**src/rtl/ex_mem_stage_pkg.sv**
```systemverilog
// Shared types and constants for the EX->MEM stage: default widths, buffer
// occupancy states, flag bit positions and the default-width payload record.
package ex_mem_stage_pkg;

    localparam int DATA_W_DEF = 16;
    localparam int RA_W_DEF   = 3;

    localparam int F_Z  = 0;
    localparam int F_CY = 1;

    typedef enum logic [1:0] {
        EMPTY = 2'd0,
        ONE   = 2'd1,
        FULL  = 2'd2
    } stage_state_t;

    typedef struct packed {
        logic [DATA_W_DEF-1:0] result;
        logic [RA_W_DEF-1:0]   rd;
        logic                  rf_we;
    } ex_mem_entry_t;

endpackage

```
**src/rtl/ex_flag_reg.sv**
```systemverilog
// Architectural Z/CY flag register with an independent write enable per flag.
// Bit positions follow F_Z/F_CY from the package.
module ex_flag_reg
    import ex_mem_stage_pkg::*;
#(
    parameter logic [1:0] FLAG_RST = 2'b00
) (
    input  logic       clk,
    input  logic       rst,
    input  logic [1:0] we,
    input  logic [1:0] d,
    output logic [1:0] q
);

    always_ff @(posedge clk) begin
        if (rst) begin
            q <= FLAG_RST;
        end else begin
            for (int i = 0; i < 2; i++) begin
                if (we[i]) begin
                    q[i] <= d[i];
                end
            end
        end
    end

endmodule

```
**src/rtl/ex_mem_stage.sv**
```systemverilog
// EX->MEM pipeline stage: 2-entry skid buffer with registered ex_ready, head
// forwarding to the operand muxes, and the architectural flag register.
module ex_mem_stage
    import ex_mem_stage_pkg::*;
#(
    parameter int         DATA_W   = DATA_W_DEF,
    parameter int         RA_W     = RA_W_DEF,
    parameter logic [1:0] FLAG_RST = 2'b00
) (
    input  logic              clk,
    input  logic              rst,
    input  logic              ex_valid,
    output logic              ex_ready,
    input  logic [DATA_W-1:0] ex_result,
    input  logic              ex_z,
    input  logic              ex_cy,
    input  logic [1:0]        ex_flag_we,
    input  logic [RA_W-1:0]   ex_rd,
    input  logic              ex_rf_we,
    input  logic              flush,
    output logic              p_Z,
    output logic              p_CY,
    output logic              mem_valid,
    input  logic              mem_ready,
    output logic [DATA_W-1:0] mem_result,
    output logic [RA_W-1:0]   mem_rd,
    output logic              mem_rf_we,
    output logic              fwd_valid,
    output logic [RA_W-1:0]   fwd_rd,
    output logic [DATA_W-1:0] fwd_result
);

    typedef struct packed {
        logic [DATA_W-1:0] result;
        logic [RA_W-1:0]   rd;
        logic              rf_we;
    } entry_t;

    stage_state_t state_q, state_d;
    entry_t       head_q, head_d;
    entry_t       skid_q, skid_d;
    entry_t       incoming;
    logic         ex_ready_q;
    logic         acc, deq;
    logic [1:0]   flag_we, flag_d, flag_q;

    always_comb begin
        incoming = '{result: ex_result, rd: ex_rd, rf_we: ex_rf_we};
        acc      = ex_valid & ex_ready_q & ~flush;
        deq      = (state_q != EMPTY) & mem_ready;
        state_d  = state_q;
        head_d   = head_q;
        skid_d   = skid_q;
        unique case (state_q)
            EMPTY: begin
                if (acc) begin
                    state_d = ONE;
                    head_d  = incoming;
                end
            end
            ONE: begin
                if (acc && deq) begin
                    head_d = incoming;
                end else if (acc) begin
                    state_d = FULL;
                    skid_d  = incoming;
                end else if (deq) begin
                    state_d = EMPTY;
                end
            end
            FULL: begin
                if (deq) begin
                    state_d = ONE;
                    head_d  = skid_q;
                end
            end
            default: state_d = EMPTY;
        endcase
        // A redirect discards everything held; the head may still drain this cycle.
        if (flush) begin
            state_d = EMPTY;
        end
    end

    always_ff @(posedge clk) begin
        if (rst) begin
            state_q    <= EMPTY;
            head_q     <= '0;
            skid_q     <= '0;
            ex_ready_q <= 1'b1;
        end else begin
            state_q    <= state_d;
            head_q     <= head_d;
            skid_q     <= skid_d;
            ex_ready_q <= (state_d != FULL);
        end
    end

    // Flags commit at acceptance so the next EX instruction sees them without a bubble.
    always_comb begin
        flag_d       = '0;
        flag_d[F_Z]  = ex_z;
        flag_d[F_CY] = ex_cy;
        flag_we      = ex_flag_we & {2{acc}};
    end

    ex_flag_reg #(
        .FLAG_RST(FLAG_RST)
    ) u_flags (
        .clk(clk),
        .rst(rst),
        .we (flag_we),
        .d  (flag_d),
        .q  (flag_q)
    );

    assign p_Z        = flag_q[F_Z];
    assign p_CY       = flag_q[F_CY];
    assign ex_ready   = ex_ready_q;
    assign mem_valid  = (state_q != EMPTY);
    assign mem_result = head_q.result;
    assign mem_rd     = head_q.rd;
    assign mem_rf_we  = head_q.rf_we;
    assign fwd_valid  = mem_valid & head_q.rf_we;
    assign fwd_rd     = head_q.rd;
    assign fwd_result = head_q.result;

endmodule
```
**config.mk**
```make
export PLATFORM = sky130hd
export DESIGN_NAME = ex_mem_stage
export DESIGN_NICKNAME = d
export VERILOG_FILES = /design/src/rtl/ex_mem_stage_pkg.sv /design/src/rtl/ex_flag_reg.sv /design/src/rtl/ex_mem_stage.sv
export SDC_FILE = /design/constraint.sdc
export NUM_CORES = 1
export LEC_CHECK = 0
export ABC_CLOCK_PERIOD_IN_PS = 1700
export CAP_MARGIN = 20
export CORE_MARGIN = 1.5
export CORE_UTILIZATION = 40
export DETAILED_ROUTE_END_ITERATION = 16
export GPL_ROUTABILITY_DRIVEN = 0
export PLACE_DENSITY = 0.72
export SETUP_SLACK_MARGIN = 0.05
export SYNTH_ARGS = -nofsm -noshare
export SYNTH_HDL_FRONTEND = slang
export SYNTH_SLANG_ARGS = --single-unit
```
**constraint.sdc**
```tcl
create_clock -name clk -period 1.7 [get_ports clk]
set_clock_uncertainty 0.05 [all_clocks]
set_input_delay 0.17 -clock clk [delete_from_list [all_inputs] [get_ports clk]]
set_output_delay 0.17 -clock clk [all_outputs]
set_load 0.005 [all_outputs]
```
==> impl_metrics.env, run 1 <==
export IMPL_status="finished, final reports clean"
export IMPL_synthFlopType="dfxtp_1"
export IMPL_period_share=0.920
export IMPL_overflow=0
export IMPL_yosys_area_top_type="dfxtp_1"
export IMPL_die_h_um=76.8
export IMPL_drc=0
export IMPL_vdd_ir_drop_max_mv=0.316
export IMPL_tightest_slew_ns=0.346
export IMPL_numClockSinks=45
export IMPL_antenna_found_initial=0
export IMPL_finalSetupViolCount=0
export IMPL_cts_reportedPaths_clkPinSlew_ns=0.08
export IMPL_place_hpwl_mm=3.84
export IMPL_drtIter0Drc=90
export IMPL_min_from="ex_cy"
export IMPL_hold_ws_ns=0.372
export IMPL_synth_nets=266
export IMPL_fin_nets=323
export IMPL_clk_path_buf_depth=2
export IMPL_numCtsBuffers=5
export IMPL_internal_power_mw=1.65
export IMPL_syn_inst=237
export IMPL_clockPowerShare=0.309
export IMPL_area_delta_synth_final_pct=38.1
export IMPL_cpPeakStageDelay_ns=0.44
export IMPL_power_density_nw_per_um2=726
export IMPL_maxCapViolations=0
export IMPL_ys_async_sr_fraction=0
export IMPL_cp_max_fo=2
export IMPL_hold_buffers=0
export IMPL_multiInputGateArea_um2=1000
export IMPL_start_util=0.421
export IMPL_die_w_um=76.8
export IMPL_cp_end_kind="output port"
export IMPL_cp_start_kind="flop"
export IMPL_fillers=457
export IMPL_leakage_nw=1.17
export IMPL_ant_nets=0
export IMPL_combinationalPowerShare=0.178
export IMPL_clk_latency_ns=0.30
export IMPL_vias=1993
export IMPL_yosys_area_share_simple=0.0937
export IMPL_grt_total_usage=0.191
export IMPL_synth_area_per_cell_um2=9.18
export IMPL_cp_top_family="buffers and inverters"
export IMPL_h_tree_depth=2
export IMPL_synth_fa_ha_area_frac=0
export IMPL_cts_tree="yes"
export IMPL_synth_most_common_cell="dfxtp_1"
export IMPL_synthXorXnorAreaFrac=0.00403
export IMPL_place_area_um2=2900
export IMPL_cts_root_buffer="clkbuf_8"
export IMPL_synth_top_family_by_area="compound AO/OA/AOI/OAI gates"
export IMPL_path_cells="or2_2, clkdlybuf4s50_1"
export IMPL_syn_area_um2=2180
export IMPL_register_area_um2=903
export IMPL_diodes=0
export IMPL_hold_path_class="input port to flop"
export IMPL_final_hold_violation_count=0
export IMPL_worstReg2RegStart="state_q[1]$_SDFF_PP0_"
export IMPL_synth_top_area_frac=0.414
export IMPL_yosysUniqueCellTypes=29
export IMPL_finish_utilization=0.581
export IMPL_grt_pass1_wl_mm=9.09
export IMPL_required_ns=1.48
export IMPL_place_ws_ns=-0.127
export IMPL_seqPwrFrac=0.513
export IMPL_top_level_ports=73
export IMPL_fmax_ghz=0.639
export IMPL_final_area_um2=3010
export IMPL_die_area_um2=5890
export IMPL_critPathBufInv=1
export IMPL_synth_compound_area_frac=0.266
export IMPL_port_buffers=72
export IMPL_layoutNonFillerInstCount=364
export IMPL_critPathKind="flop to output port"
export IMPL_synth_common_cells="dfxtp_1, a21oi_1, nand3_1, o21ai_0"
export IMPL_viasPerCell=5.48
export IMPL_num_rows=26
export IMPL_slew_headroom=0.770
export IMPL_drt_total_wl_mm=5.54
export IMPL_arrival_ns=1.34
export IMPL_slew_viol_final=0
export IMPL_rsz0062_at_grt="false"
export IMPL_finalCriticalPeriod_ns=1.56
export IMPL_synth_area_mux_share=0.0920
export IMPL_p_switching_mw=0.531
export IMPL_first_pass_iters=4
export IMPL_ys_warn_count=0
export IMPL_ys_ff_latch=45
export IMPL_place_inst=355
export IMPL_p_sw_frac=0.243
export IMPL_cp_slowest_cell="clkdlybuf4s50_1"
export IMPL_grt_pass1_vias=1824
export IMPL_synth_edf_count=0
export IMPL_synthTopCellsByArea="dfxtp_1, mux2i_1, a311oi_1, a211oi_1, buf_4"
export IMPL_routedWlPerCell_um=15.2
export IMPL_grt_max_degree=33
export IMPL_coreArea_um2=5170
export IMPL_drive_gt1_frac=0.119
export IMPL_seq_area_frac_synth=0.414
export IMPL_setup_slack_ns=0.135
export IMPL_startpoint="state_q[0]$_SDFF_PP0_"
-- path summary, 6_finish.rpt --
kind                                              endpoint  slack, ns  cells after the start
worst max-delay path                             mem_valid       0.14                      2
worst min-delay path             u_flags.q[1]$_SDFFE_PP0P_       0.37                      3
worst max register to register  fwd_result[9]$_SDFFE_PP0P_       0.15                      6
worst min register to register      skid_q[3]$_SDFFE_PP0P_       0.43                      2
-- state kept, by name, indices dropped and copies added (netlist names) --
register    cells
state_q         2
fwd_rd          3
mem_rf_we       1
fwd_result     16
ex_ready        1
skid_q         20
u_flags.q       2
-- routing by layer --
metal	share of wire	global-route usage	vias to the layer above	wire, µm
met5	0	0	-	0
met4	0.016	0.0722	0	88
met3	0.043	0.0381	6	237
met2	0.46	0.289	50	2530
met1	0.48	0.266	952	2690
li1	-	-	985	-
-- per-stage QoR --
| step | setup TNS (ns) | power, mW |
|---|---|---|
| after floorplan | 0 | 1.32 |
| after global placement | -1.29 | 1.53 |
| after detailed placement | -2.01 | 1.53 |
| after CTS | 0 | 2.19 |
| after global routing | 0 | 2.27 |
| final | 0 | 2.18 |
-- worst register-to-register path, stage by stage, from the launching register on --
cell and delay [ns]:
dfxtp_2 0.32, buf_4 0.13, buf_4 0.15, nand2b_1 0.14, buf_12 0.21, mux2i_1 0.30
a211oi_1 0.12
-- cell families (layout without fill, tap and decap cells) --
group / count (synthesis) / count (layout)
compound gates: 87 / 87
xor+xnor: 1 / 1
buf+inv: 48 / 105
flops: 45 / 45
mux: 20 / 20
simple gates: 36 / 36
-- power by group through the flow --
stage,combinational (mW),clock (mW),sequential (mW)
6_report,0.388,0.675,1.12
5_1_grt,0.415,0.732,1.13
4_1_cts,0.389,0.683,1.12
3_5_place_dp,0.384,0,1.15
3_3_place_gp,0.382,0,1.14
2_1_floorplan,0.178,0,1.14
-- layout make-up --
class,instances,share of cell area
multi-input cells,144,0.333
repair buffers,95,0.305
flip-flops and latches,45,0.301
well taps,70,0.0291
clock buffers,7,0.0287
inverters,3,0.00375
-- what timing repair did --
item	CTS	global route
pin swaps	0	0
gates resized for setup	3	1
setup buffers	2	0
setup endpoints to repair	1	6
-- placed cells by master, fill, tap and decap left out, types with 3 or more instances in the layout --
cell / count
o21ai_0: 22
nand3_1: 22
dfxtp_1: 43
a211oi_1: 20
clkdlybuf4s50_1: 71
a311oi_1: 20
clkbuf_8: 6
mux2i_1: 20
inv_1: 3
a21oi_1: 22
buf_4: 21
Note: power is estimated with default switching activity, not from simulation.
==> inputs of run 2 (changes only) <==
--- a/config.mk
+++ b/config.mk
@@ -13,3 +13,3 @@
 export GPL_ROUTABILITY_DRIVEN = 0
-export PLACE_DENSITY = 0.72
+export PLACE_DENSITY = 0.8
 export SETUP_SLACK_MARGIN = 0.05
==> constraint.sdc (replaced) <==
create_clock -name clk -period 1.7 [get_ports clk]
set_clock_uncertainty 0.05 [all_clocks]
set_input_delay 0.34 -clock clk [delete_from_list [all_inputs] [get_ports clk]]
set_output_delay 0.34 -clock clk [all_outputs]
set_load 0.005 [all_outputs]
==> impl_metrics.env, run 2 (synthesized netlist as in run 1, its figures left out) <==
export IMPL_cp_top_family="buffers and inverters"
export IMPL_place_inst=354
export IMPL_maxCapViolations=0
export IMPL_vias=1983
export IMPL_largest_reg_flops=20
export IMPL_num_rows=26
export IMPL_rsz0062_at_grt="false"
export IMPL_diodes=0
export IMPL_grt_total_usage=0.185
export IMPL_top_register="skid_q"
export IMPL_place_hpwl_mm=3.96
export IMPL_place_ws_ns=-0.288
export IMPL_h_tree_depth=2
export IMPL_critPathBufInv=1
export IMPL_start_util=0.421
export IMPL_final_hold_violation_count=0
export IMPL_layoutNonFillerInstCount=362
export IMPL_coreArea_um2=5170
export IMPL_setup_slack_ns=0.119
export IMPL_finalSetupViolCount=0
export IMPL_die_h_um=76.8
export IMPL_wl_met1_mm=2.40
export IMPL_numClockSinks=45
export IMPL_tightest_slew_ns=0.305
export IMPL_cp_end_kind="output port"
export IMPL_vdd_ir_drop_max_mv=0.435
export IMPL_finish_utilization=0.581
export IMPL_grt_pass1_wl_mm=8.80
export IMPL_grt_max_degree=31
export IMPL_leakage_nw=1.17
export IMPL_final_area_um2=3010
export IMPL_routed_top_layer="met4"
export IMPL_drt_total_wl_mm=5.43
export IMPL_fin_tns_setup_ns=0
export IMPL_cp_start_kind="flop"
export IMPL_grt_pass1_vias=1780
export IMPL_cts_root_buffer="clkbuf_8"
export IMPL_fmax_ghz=0.633
export IMPL_power_density_nw_per_um2=719
export IMPL_status="finished, final reports clean"
export IMPL_die_w_um=76.8
export IMPL_period_share=0.930
export IMPL_area_delta_synth_final_pct=38.2
export IMPL_fin_nets=321
export IMPL_drtIter0Drc=175
export IMPL_slew_headroom=0.796
export IMPL_cts_tree="yes"
export IMPL_mostFrequentLayoutCells="clkdlybuf4s50_1, dfxtp_1, nand3_1, o21ai_0, a21oi_1"
export IMPL_critPathKind="flop to output port"
export IMPL_cpPeakStageDelay_ns=0.52
export IMPL_drive_gt1_frac=0.120
export IMPL_antenna_found_initial=0
export IMPL_ant_nets=0
export IMPL_drc=0
export IMPL_overflow=0
export IMPL_path_cells="clkdlybuf4s50_1"
export IMPL_viasPerCell=5.48
export IMPL_numCtsBuffers=5
export IMPL_wl_met2_mm=2.69
export IMPL_first_pass_iters=4
export IMPL_final_common_cell="clkdlybuf4s50_1"
export IMPL_cp_slowest_cell="clkdlybuf4s50_1"
export IMPL_fillers=440
export IMPL_slew_viol_final=0
export IMPL_routedWlPerCell_um=15.0
export IMPL_dr_wl_met3_um=310
export IMPL_port_buffers=72
export IMPL_place_area_um2=2910
export IMPL_finalCriticalPeriod_ns=1.58
export IMPL_hold_buffers=0
export IMPL_clk_path_buf_depth=2
export IMPL_die_area_um2=5890
export IMPL_cts_reportedPaths_clkPinSlew_ns=0.08
export IMPL_top_level_ports=73
export IMPL_hold_path_class="flop to flop"
export IMPL_cp_max_fo=3
export IMPL_required_ns=1.31
export IMPL_arrival_ns=1.19
export IMPL_clk_latency_ns=0.29
[run 2: stage by stage]
| stage | hold WS (ns) | power [mW] |
|---|---|---|
| 3_3_place_gp | 0.408 | 1.52 |
| 2_1_floorplan | 0.368 | 1.32 |
| 3_5_place_dp | 0.416 | 1.53 |
| 5_1_grt | 0.448 | 2.25 |
| 6_report | 0.426 | 2.16 |
| 4_1_cts | 0.427 | 2.18 |
[run 2: where the power goes]
group	internal (mW)	switching, mW
Clock	0.321	0.333
Combinational	0.238	0.150
Sequential	1.09	0.0282
Total	1.65	0.512
[run 2: cell type report]
type                       count  area [µm²]  share of cell area
clock buffer                   6        82.6              0.0275
clock inverter                 1        7.51             0.00250
inverter                       3        11.3             0.00375
multi-input combinational    144        1010               0.335
sequential                    45         902               0.300
tap                           70        87.6              0.0291
timing repair buffer          93         910               0.303
[run 2: metal layers]
layer | global-route usage | up-vias
met5 | 0 | -
met4 | 0.0611 | 0
met3 | 0.0333 | 2
met2 | 0.304 | 71
met1 | 0.245 | 928
li1 | - | 982
[run 2: repair_timing]
item | CTS | global route
buffers inserted | 0 | 1
cloned | 0 | 0
endpoints found under the setup margin | 20 | 2
gates resized for setup | 3 | 4
[run 2: worst reg2reg max path: cells and delay by family, from the launching register on]
kind | cells | cell delay, ns
flip-flops | 1 | 0.31
AO/OA/AOI/OAI | 2 | 0.36
AND/OR/NAND/NOR | 1 | 0.20
buffers and inverters | 3 | 0.47
[run 2: worst paths after layout]
kind,from,endpoint,slack (ns),cells past startpoint
worst min-delay path,skid_q[3]$_SDFFE_PP0P_,skid_q[3]$_SDFFE_PP0P_,0.43,2
worst min register to register,skid_q[3]$_SDFFE_PP0P_,skid_q[3]$_SDFFE_PP0P_,0.43,2
worst max-delay path,fwd_rd[2]$_SDFFE_PP0P_,fwd_rd[2],0.12,1
worst max register to register,state_q[1]$_SDFF_PP0_,fwd_result[15]$_SDFFE_PP0P_,0.18,6
==> variant, RTL diff (flow settings as in run 1) <==
The 3 states of `stage_state_t` get a one-hot encoding in 3 bits.
--- a/src/rtl/ex_mem_stage_pkg.sv
+++ b/src/rtl/ex_mem_stage_pkg.sv
@@ -8,10 +8,10 @@
     localparam int F_Z  = 0;
     localparam int F_CY = 1;
 
-    typedef enum logic [1:0] {
-        EMPTY = 2'd0,
-        ONE   = 2'd1,
-        FULL  = 2'd2
+    typedef enum logic [2:0] {
+        EMPTY = 3'b001,
+        ONE   = 3'b010,
+        FULL  = 3'b100
     } stage_state_t;
 
     typedef struct packed {
Check against the original RTL: no difference found for any inputs over 10 cycles, from zero or initial values and one cycle with rst high; not proved beyond that.
==> variant against run 1 <==
Maximum frequency down 4.7%; power down 2.0%; wire length down 9.1%; synthesized cell count up 8.9%; worst hold slack got worse by 87 ps; worst setup slack got worse by 77 ps; count of clock-buffer cells in the layout shrank 2; sequential cell count increased by 1; clock power down 6.5%; synthesized area is 8.2% higher; largest cell class unchanged; largest power group unchanged; cell area rose by 8.9%.
==> variant: results <==
[global_routing]
grt_usage_pct = 17.1
first_global_vias = 1885
grtUsageMet2_pct = 28.1
grtUsageMet1_pct = 21.3
grt_pass1_wl_um = 8450
grt_start_max_net_pins = 26
grtUsageMet3_pct = 3.66

[logic_synthesis]
synth.yosys.seq_area_share_pct = 39.1
synth_area_leaders = "dfxtp_1 (39%), mux2_4 (13%), mux2i_1 (8.5%), nand2_1 (7.2%), buf_4 (6.7%)"
netlist-cell-type-count = 27
synth-compound-area-share_pct = 7.23
synth_common_cells = "dfxtp_1 (46), nand2_1 (45), nor2_1 (24)"
yosys.area_share.xor_xnor_pct = 0.744
synth_fp_nets = 287
muxShareOfSynthArea_pct = 21.3

[final_layout]
clockNetworkAreaShare_pct = 2.41
largest_reg_flops = 20
multi_input_cells = 172
layout-drive-gt1-share_pct = 19.4
multi_input_area_share_pct = 36.3
seq_share_pct = 28.5
buf_share_pct = 29.7
nets = 353
buffers = 96
fillCellCount = 515
nFlopsAndLatches = 46

[drt]
met2_length_um = 2330
viasPerCell = 4.82
wl_per_cell_um = 12.7
top_layer = "met4"
dr_wl_met3_um = 313
initialDrtViolationCount = 79
met1Wirelength_um = 2290

[worst_hold_path]
whs_path_depth = 2
hold_start = "rst"
hold_path_end = "skid_q[11]"

[worst_setup_path]
critPathMaxStageDelay_ps = 360
critical-path-top-delay-family = "flip-flops"
arrival_ps = 1780
startpoint = "state_q[0]"
crit_slowest_cell = "dfxtp_4"
crit_fanout = 11
crit_path_end_kind = "register"

[run_status]
status = "finished clean"

[power_and_ir_drop]
clkPwrFrac_pct = 29.5
p_sw_uw = 507
irDropWorstVdd_mv = 0.324
pwr-share-comb_pct = 17.9
p_leak_nw = 1.27

[placement]
place_area_um2 = 3120
dp_hpwl_um = 3500
pre_cts_slack_ps = -257

[floorplanning]
nWellTaps = 72

[sta]
setup_slack_ps = 58.1
## variant: changes by cell type after synthesis, moves of 2 or more
cell             run 1  this run
buf_4               19        21
nand2_1              1        45
a311oi_1            20         0
nand2b_1             2         0
nand3_1             22         4
clkbuf_1            15         7
a211oi_1            20         0
mux2_4               0        20
o21ai_0             22         1
nor2b_1              1        21
buf_2                7         5
nor2_1               1        24
## variant: stage by stage
stage,total power [mW],setup TNS (ps),std cells,utilization [%],hold slack [ps]
after floorplan,1.33,0,258,-,199
final,2.14,0,396,58.4,285
after detailed placement,1.52,-8540,383,55.7,402
after CTS,2.16,0,395,58.1,273
after global routing,2.26,0,396,58.4,283
after global placement,1.52,-6160,383,55.7,392
## variant: cell families after synthesis
logic type             count (synthesis)
flip-flops                            46
XOR/XNOR                               2
AO/OA/AOI/OAI                         29
AND/OR/NAND/NOR                      101
multiplexers                          40
buffers and inverters                 40
## variant: timing repair
item	CTS	global route
pin swaps	1	1
resized for setup	10	7
buffers inserted	5	1
endpoints found under the setup margin	2	30
